==> src/rtl/uart_tx_pkg.sv <==
// rtl/uart_tx_pkg.sv - shared UART link codes, bit-timing defaults and state encodings
package uart_tx_pkg;

  localparam int CPB_W = 16;

  // Clocks per bit at 50 MHz; the top level exposes these as overridable parameters
  localparam int CPB_1200_DEF = 41667;
  localparam int CPB_2400_DEF = 20833;
  localparam int CPB_4800_DEF = 10417;
  localparam int CPB_9600_DEF = 5208;

  typedef logic [1:0] baud_t;
  localparam baud_t slowest   = 2'b00;
  localparam baud_t kindaSlow = 2'b01;
  localparam baud_t slow      = 2'b10;
  localparam baud_t normal    = 2'b11;

  // Code 2'b11 is deliberately unnamed: it means no parity, same as noParity
  typedef logic [1:0] parity_t;
  localparam parity_t noParity   = 2'b00;
  localparam parity_t oddParity  = 2'b01;
  localparam parity_t evenParity = 2'b10;

  typedef enum logic [1:0] {RX_IDLE, RX_START, RX_DATA, RX_STOP} rxState_t;
  typedef enum logic [2:0] {IDLE, START, DATA, PARITY, STOP} txState_t;

  function automatic logic parityOn(input parity_t p);
    return (p == oddParity) || (p == evenParity);
  endfunction

endpackage

==> src/rtl/uart_bit_timer.sv <==
// rtl/uart_bit_timer.sv - per-bit cycle counter; bitEnd marks the last cycle of each bit
module uart_bit_timer
  import uart_tx_pkg::*;
(
  input  logic             clkRx,
  input  logic             resetreg,
  input  logic             load,
  input  logic [CPB_W-1:0] cpbLoad,
  input  logic             enable,
  output logic             bitEnd
);

  localparam logic [CPB_W-1:0] ONE = 1;

  logic [CPB_W-1:0] cpbReg;
  logic [CPB_W-1:0] clkCount;

  assign bitEnd = enable && (clkCount == cpbReg - ONE);

  always_ff @(posedge clkRx or posedge resetreg) begin
    if (resetreg) begin
      cpbReg   <= '0;
      clkCount <= '0;
    end else if (load) begin
      cpbReg   <= cpbLoad;
      clkCount <= '0;
    end else if (enable) begin
      clkCount <= bitEnd ? '0 : clkCount + ONE;
    end
  end

endmodule

==> src/rtl/uart_tx.sv <==
// rtl/uart_tx.sv - UART transmitter: start, 8 data bits LSB first, optional parity, one stop bit
module uart_tx
  import uart_tx_pkg::*;
#(
  parameter int CPB_1200 = CPB_1200_DEF,
  parameter int CPB_2400 = CPB_2400_DEF,
  parameter int CPB_4800 = CPB_4800_DEF,
  parameter int CPB_9600 = CPB_9600_DEF
) (
  input  logic       clkRx,
  input  logic       resetreg,
  input  logic [1:0] baudRate,
  input  logic [1:0] parity,
  input  logic [7:0] txData,
  input  logic       txStart,
  output logic       serialOutput,
  output logic       busy,
  output logic       done
);

  txState_t         state;
  txState_t         stateNext;
  logic [7:0]       dataReg;
  parity_t          parityMode;
  logic [2:0]       bitIndex;
  logic [CPB_W-1:0] cpbSel;
  logic             accept;
  logic             bitEnd;

  assign accept = (state == IDLE) && txStart;

  always_comb begin
    cpbSel = CPB_W'(CPB_9600);
    case (baudRate)
      slowest:   cpbSel = CPB_W'(CPB_1200);
      kindaSlow: cpbSel = CPB_W'(CPB_2400);
      slow:      cpbSel = CPB_W'(CPB_4800);
      default:   cpbSel = CPB_W'(CPB_9600);
    endcase
  end

  uart_bit_timer u_timer (
    .clkRx    (clkRx),
    .resetreg (resetreg),
    .load     (accept),
    .cpbLoad  (cpbSel),
    .enable   (state != IDLE),
    .bitEnd   (bitEnd)
  );

  always_ff @(posedge clkRx or posedge resetreg) begin
    if (resetreg) begin
      state <= IDLE;
    end else begin
      state <= stateNext;
    end
  end

  always_comb begin
    stateNext = state;
    case (state)
      IDLE:    if (txStart) stateNext = START;
      START:   if (bitEnd) stateNext = DATA;
      DATA:    if (bitEnd && (bitIndex == 3'd7))
                 stateNext = parityOn(parityMode) ? PARITY : STOP;
      PARITY:  if (bitEnd) stateNext = STOP;
      STOP:    if (bitEnd) stateNext = IDLE;
      default: stateNext = IDLE;
    endcase
  end

  // Frame configuration is captured only at accept so mid-frame input changes are inert
  always_ff @(posedge clkRx or posedge resetreg) begin
    if (resetreg) begin
      dataReg    <= '0;
      parityMode <= noParity;
      bitIndex   <= '0;
      done       <= 1'b0;
    end else begin
      done <= (state == STOP) && bitEnd;
      if (accept) begin
        dataReg    <= txData;
        parityMode <= parity;
        bitIndex   <= '0;
      end else if ((state == DATA) && bitEnd) begin
        bitIndex <= bitIndex + 3'd1;
      end
    end
  end

  // Line is decoded from state so an asynchronous reset drives it high immediately
  always_comb begin
    serialOutput = 1'b1;
    busy         = 1'b1;
    case (state)
      IDLE:    busy = 1'b0;
      START:   serialOutput = 1'b0;
      DATA:    serialOutput = dataReg[bitIndex];
      PARITY:  serialOutput = (parityMode == evenParity) ? ^dataReg : ~^dataReg;
      STOP:    serialOutput = 1'b1;
      default: busy = 1'b0;
    endcase
  end

endmodule

==> config.mk <==
export PLATFORM = sky130hd
export DESIGN_NAME = uart_tx
export DESIGN_NICKNAME = d
export VERILOG_FILES = /design/src/rtl/uart_tx_pkg.sv /design/src/rtl/uart_bit_timer.sv /design/src/rtl/uart_tx.sv
export SDC_FILE = /design/constraint.sdc
export NUM_CORES = 1
export LEC_CHECK = 0
export BUFFER_PORTS_ARGS = -buffer_cell sky130_fd_sc_hd__buf_2
export CORE_UTILIZATION = 50
export DETAILED_ROUTE_END_ITERATION = 8
export PLACE_DENSITY = 0.78
export SKIP_CTS_REPAIR_TIMING = 1
export SLEW_MARGIN = 20
export SYNTH_ARGS = -nofsm -noshare
export SYNTH_HDL_FRONTEND = slang
export SYNTH_SLANG_ARGS = --single-unit
==> constraint.sdc <==
create_clock -name clkRx -period 3.97 [get_ports clkRx]
set_input_delay 0.1985 -clock clkRx [delete_from_list [all_inputs] [get_ports clkRx]]
set_output_delay 0.1985 -clock clkRx [all_outputs]
set_load 0.01 [all_outputs]
==> run metrics, run 1 <==
library cell with the highest instance count after synthesis=sky130_fd_sc_hd__dfrtp_1; number of max-capacitance violations reported=0; cell at the root of the clock tree=sky130_fd_sc_hd__clkbuf_8; number of top-level pins=18; Global Route Usage Sum=21.95%; clock sink count=43; leakage=1.325 nW; post-layout net count=341; Worst Path Arrival=3.88 ns; total overflow reported by the global router=0; maximum clock frequency=273.0 MHz; detail-routed net length per standard cell=15.93 um; estimated wirelength of the detail-placed design=4.354 mm; Tmin final=3.662 ns; post-route cell area=3100 um^2; Area after DPL=2962 um^2; main area contributors after synthesis=sky130_fd_sc_hd__dfrtp_1 (38%), sky130_fd_sc_hd__xnor2_1 (6.2%), sky130_fd_sc_hd__mux2_2 (5.9%); fin crit share=92.25%; H-tree depth=2; Yosys cell types=52; Total Die Area=5988 um^2; clock-pin slew on the worst setup and hold paths=0.09 ns; FF+latch area=1076 um^2; Synth Area per Inst=9.316 um^2; number of synthesized flops with an enable pin=0; vias in the first global route=2,280; commonest cells in the netlist=sky130_fd_sc_hd__dfrtp_1 (43), sky130_fd_sc_hd__nand2_1 (25), sky130_fd_sc_hd__nand3_1 (21); final setup TNS=0 ns; worst skew pair latency=0.30 ns; starting DRC count in detailed routing=332; result of the run=finished clean; number of max-slew violations in the final report=0; number of antenna violations at the first check in global routing=0; number of buffers created by CTS=5; sequential element share of the synthesized area=37.87%; Rel. slew slack=58.95%; path type of the worst min-delay path=in -> async; Startpoint Class=register; number of setup violations in the final report=0; critical path required time=4.18 ns; Async S/R FF share, synth=100.0%; number of nets with antenna violations after detailed routing=0; detailed-route via count=2,383; R2R depth=10; Syn-to-layout area delta=9.115%; first-pass GRT wire length=10.36 mm; synthesized flop and latch total=43; Worst Path Max Fanout=15; std cell rows=27; die boundary width=77.39 um; most used flip-flop cell after synthesis=sky130_fd_sc_hd__dfrtp_1; CORE AREA=5507 um^2; synthesized instance count=305; multi-input logic area=1630 um^2; count of buffers from port buffering=17; measured slew at the worst slew-check pin=0.6136 ns; area share of the largest cell type after synthesis=37.87%; clock buffer depth=2; kind of capture point of the worst setup path=register; GP Congestion=0.9013; detailed-routing iteration count for the pre-antenna-repair pass=4; Setup CP Type=reg -> reg; detailed-route vias per instance=6.158; Peak VDD IR=0.5185 mV; post-synthesis instance area=2841 um^2; height of the die=77.39 um; Remaining DRCs=0; Fillers=495; pin count of the biggest net entering global routing=44; setup clock skew after layout=0.005994 ns; synthesized net count=332; number of warning messages in the yosys log=0; TritonCTS clock tree=built; unrepaired setup endpoints after global routing=no; count of endpoints failing hold in the final timing report=0; pwr dens=654.5 nW/um^2; DRT Wirelength=6.165 mm; Diodes inserted=0; starting density of the core=51.60%; share of cells above drive strength 1=16.19%; largest area contributor in the synthesized netlist=sky130_fd_sc_hd__dfrtp_1
## layer usage
layer / global-route usage [%] / share of wire [%] / up-vias / routed length, um
li1: - / - / 1115 / -
met1: 27.36 / 42 / 1171 / 2615
met2: 37.35 / 50 / 85 / 3093
met3: 4.118 / 5.5 / 12 / 337
met4: 8.868 / 1.9 / 0 / 119
met5: 0 / 0 / - / 0
## power breakdown
| part | internal, W | total, W | switching, W |
|---|---|---|---|
| Sequential | 0.000570 | 0.000799 | 0.000229 |
| Combinational | 0.000433 | 0.000823 | 0.000390 |
| Clock | 0.000251 | 0.000407 | 0.000157 |
| Total | 0.00125 | 0.00203 | 0.000775 |
## layout make-up
class | count | share of cell area [%]
repair buffers | 20 | 3.471
flip-flops and latches | 43 | 34.71
clock buffers | 5 | 2.220
inverters | 16 | 1.937
well taps | 72 | 2.906
multi-input cells | 228 | 52.58
clock inverters | 3 | 2.179
## cells in the final DEF (no fill, tap or decap), types with 10 or more instances in the layout
cell type,netlist,final
sky130_fd_sc_hd__o21ai_0,13,13
sky130_fd_sc_hd__xnor2_1,20,20
sky130_fd_sc_hd__nand2_1,25,24
sky130_fd_sc_hd__buf_2,2,17
sky130_fd_sc_hd__nand3_1,21,21
sky130_fd_sc_hd__mux2_2,15,15
sky130_fd_sc_hd__ha_1,12,12
sky130_fd_sc_hd__xor2_1,10,10
sky130_fd_sc_hd__inv_1,16,15
sky130_fd_sc_hd__dfrtp_1,43,43
sky130_fd_sc_hd__nor2_1,17,17
## worst max-delay path, stage by stage (launching register included)
cell and delay [ns]:
sky130_fd_sc_hd__dfrtp_1 0.55, sky130_fd_sc_hd__inv_1 0.13, sky130_fd_sc_hd__ha_1 0.31, sky130_fd_sc_hd__ha_1 0.32, sky130_fd_sc_hd__xnor2_1 0.13, sky130_fd_sc_hd__nor4_1 0.30, sky130_fd_sc_hd__nand2_1 0.08, sky130_fd_sc_hd__a2111oi_0 0.34
sky130_fd_sc_hd__or4b_1 0.74, sky130_fd_sc_hd__or3_1 0.45, sky130_fd_sc_hd__a211oi_2 0.22
## cell families (layout without fill, tap and decap cells)
logic type	after synthesis	in the layout	share of synthesized area (%)
buffers and inverters	34	44	4.844
flip-flops	43	43	37.87
AND/OR/NAND/NOR	109	109	19.77
AO/OA/AOI/OAI	53	53	12.99
adder cells (fa/ha/maj)	12	12	5.284
XOR/XNOR	30	30	9.247
multiplexers	24	24	9.996
## registers in the layout (all words and copies together), names as in the netlist
register,count
bitIndex,3
dataReg,8
done,1
parityMode,2
state,3
u_timer.clkCount,16
u_timer.cpbReg,10
## final timing paths
kind | start | to | slack (ns)
worst max-delay path | u_timer.cpbReg[0] | state[0] | 0.31
worst min-delay path | resetreg | dataReg[6] | 0.03
worst max register to register | u_timer.cpbReg[0] | state[0] | 0.31
worst min register to register | parityMode[0] | parityMode[0] | 0.52
max in group asynchronous | resetreg | u_timer.clkCount[3] | 3.56
min in group clkRx | txData[3] | dataReg[3] | 0.12
## stage by stage
stage | worst slack (ns) | hold slack, ns | instances | util [%] | power, W
2_1_floorplan | 0.8673 | 0.3491 | 305 | - | 0.001434
3_3_place_gp | 0.5431 | 0.3526 | 379 | 53.78 | 0.001587
3_5_place_dp | 0.4084 | 0.3788 | 379 | 53.78 | 0.001612
4_1_cts | 0.3625 | 0.04645 | 387 | 56.26 | 0.002022
5_1_grt | 0.09136 | 0.08926 | 387 | 56.31 | 0.002174
6_report | 0.3076 | 0.02900 | 387 | 56.31 | 0.002029
(Power assumes the default switching activity.)
==> run 2: changes to the inputs <==
Settings changed: CORE_UTILIZATION 50 to 61, PLACE_DENSITY 0.78 to 0.9, REMOVE_ABC_BUFFERS set to 1.
==> run 2 against run 1 <==
- count of clock-buffer cells in the layout grew 1
- maximum frequency rose by 6.7%
- wire length is 1.8% lower
- global-route usage up 4.2 points
- sequential power down 0.8%
- critical path type unchanged
==> run metrics, run 2 (same netlist as run 1, synthesis figures left out) <==
fin crit share=86.44%; Setup Slack @ Placement=0.3495 ns; Rel. slew slack=29.85%; first-pass GRT wire length=10.32 mm; number of max-capacitance violations reported=0; CORE AREA=4414 um^2; count of buffers from port buffering=17; share of cells above drive strength 1=15.87%; Seq pwr share=39.3%; unrepaired setup endpoints after global routing=no; Diodes inserted=0; post-layout net count=341; total overflow reported by the global router=0; maximum clock frequency=291.4 MHz; cell at the root of the clock tree=sky130_fd_sc_hd__clkbuf_8; result of the run=finished clean; starting DRC count in detailed routing=236; Syn-to-layout area delta=8.146%; Gate power share=40.6%; estimated wirelength of the detail-placed design=4.318 mm; Worst Path Max Fanout=16; fin worst setup slack=0.5383 ns; largest registers in the final layout=u_timer.clkCount x16, u_timer.cpbReg x10, dataReg x8; Tmin final=3.432 ns; starting density of the core=64.37%; clock buffer depth=2; pin count of the biggest net entering global routing=44; H-tree depth=2; capture instance of the worst register-to-register path=bitIndex[2]; pwr dens=656.2 nW/um^2; cell total after placement=359; Startpoint Class=register; commonest cells after routing, fill and taps aside=sky130_fd_sc_hd__dfrtp_1 (43), sky130_fd_sc_hd__nand2_1 (25), sky130_fd_sc_hd__nand3_1 (21); number of antenna violations at the first check in global routing=0; R2R depth=10; DRT Wirelength=6.054 mm; Sw Ratio=37.75%; clock sink count=43; measured slew at the worst slew-check pin=1.050 ns; Peak VDD IR=0.4793 mV; Setup CP Type=reg -> reg; worst-case register-to-register setup slack=0.54 ns; number of buffers created by CTS=5; Global Route Usage Sum=26.18%; Total Die Area=4935 um^2; clock-pin slew on the worst setup and hold paths=0.08 ns; final setup TNS=0 ns; setup clock skew after layout=0.01038 ns; number of max-slew violations in the final report=0; die boundary width=70.25 um; Worst Path Arrival=3.64 ns; detail-routed net length per standard cell=16.50 um; detailed-route via count=2,347; net switching power of the design=0.0007611 W; most frequent standard cell in the layout excluding fill and tap cells=sky130_fd_sc_hd__dfrtp_1; count of endpoints failing hold in the final timing report=0; GP Congestion=0.8885; kind of capture point of the worst setup path=register; number of nets with antenna violations after detailed routing=0; overall power of the completed layout=0.002016 W; path type of the worst min-delay path=in -> async; register with the highest flop count=u_timer.clkCount; detailed-routing iteration count for the pre-antenna-repair pass=5; internal power consumption=0.001255 W; critical path required time=4.18 ns; Clock power frac=20.0%; leakage=1.327 nW; number of flip-flops under the largest register name=16; filler-free cell count of the finished design=367; number of setup violations in the final report=0; worst skew pair latency=0.30 ns; startpoint of the lowest-slack register-to-register path=u_timer.cpbReg[0]; final hold slack=0.01369 ns; detailed-route vias per instance=6.395; std cell rows=24; TritonCTS clock tree=built; Remaining DRCs=0; height of the die=70.25 um; vias in the first global route=2,296; number of top-level pins=18
run 2: worst max-delay path by stage:
stage / to / slack (ns) / depth (start not counted) / start
2_1_floorplan: state[0] / 0.61 / 10 / u_timer.cpbReg[0]
3_3_place_gp: state[0] / 0.51 / 10 / u_timer.cpbReg[0]
3_5_place_dp: bitIndex[2] / 0.35 / 10 / u_timer.cpbReg[0]
4_1_cts: bitIndex[2] / 0.33 / 10 / u_timer.cpbReg[0]
5_1_grt: bitIndex[2] / 0.22 / 10 / u_timer.cpbReg[0]
6_report: bitIndex[2] / 0.54 / 10 / u_timer.cpbReg[0]
run 2: final cells by class:
class                           count  area (um^2)
Timing Repair Buffer               20        107.6
Clock inverter                      2        60.06
Sequential cell                    43         1076
Tap cell                           52        65.06
Fill cell                         306         1341
Inverter                           16        60.06
Multi-Input combinational cell    228         1632
Clock buffer                        6        72.57
run 2: through the flow:
stage	utilization, %	area (um^2)
floorplan	-	2764
global placement	66.52	2937
detailed placement	66.52	2937
CTS	69.53	3069
global route	69.61	3073
finish	69.61	3073
run 2: layer usage:
metal / vias to the layer above / track usage (%) / wire length, um
li1: 1122 / - / -
met1: 1126 / 31.88 / 2609
met2: 84 / 44.76 / 3031
met3: 15 / 4.185 / 276
met4: 0 / 12.89 / 138
met5: - / 0 / 0
run 2: critical path, stage by stage (launching register included):
cell                        delay, ns
sky130_fd_sc_hd__dfrtp_1         0.53
sky130_fd_sc_hd__inv_1           0.14
sky130_fd_sc_hd__ha_1            0.31
sky130_fd_sc_hd__ha_1            0.32
sky130_fd_sc_hd__xnor2_1         0.12
sky130_fd_sc_hd__nor4_1          0.26
sky130_fd_sc_hd__nand2_1         0.07
sky130_fd_sc_hd__a2111oi_0       0.33
sky130_fd_sc_hd__or4b_4          0.64
sky130_fd_sc_hd__nor3_2          0.37
sky130_fd_sc_hd__mux2i_1         0.25
run 2: power by group through the flow:
| stage | Combinational (W) | Sequential [W] | Clock [W] |
|---|---|---|---|
| floorplan | 0.000678 | 0.000729 | 0 |
| global placement | 0.000779 | 0.000782 | 0 |
| detailed placement | 0.000797 | 0.000791 | 0 |
| CTS | 0.000820 | 0.000786 | 0.000406 |
| global route | 0.000905 | 0.000815 | 0.000424 |
| finish | 0.000820 | 0.000793 | 0.000404 |
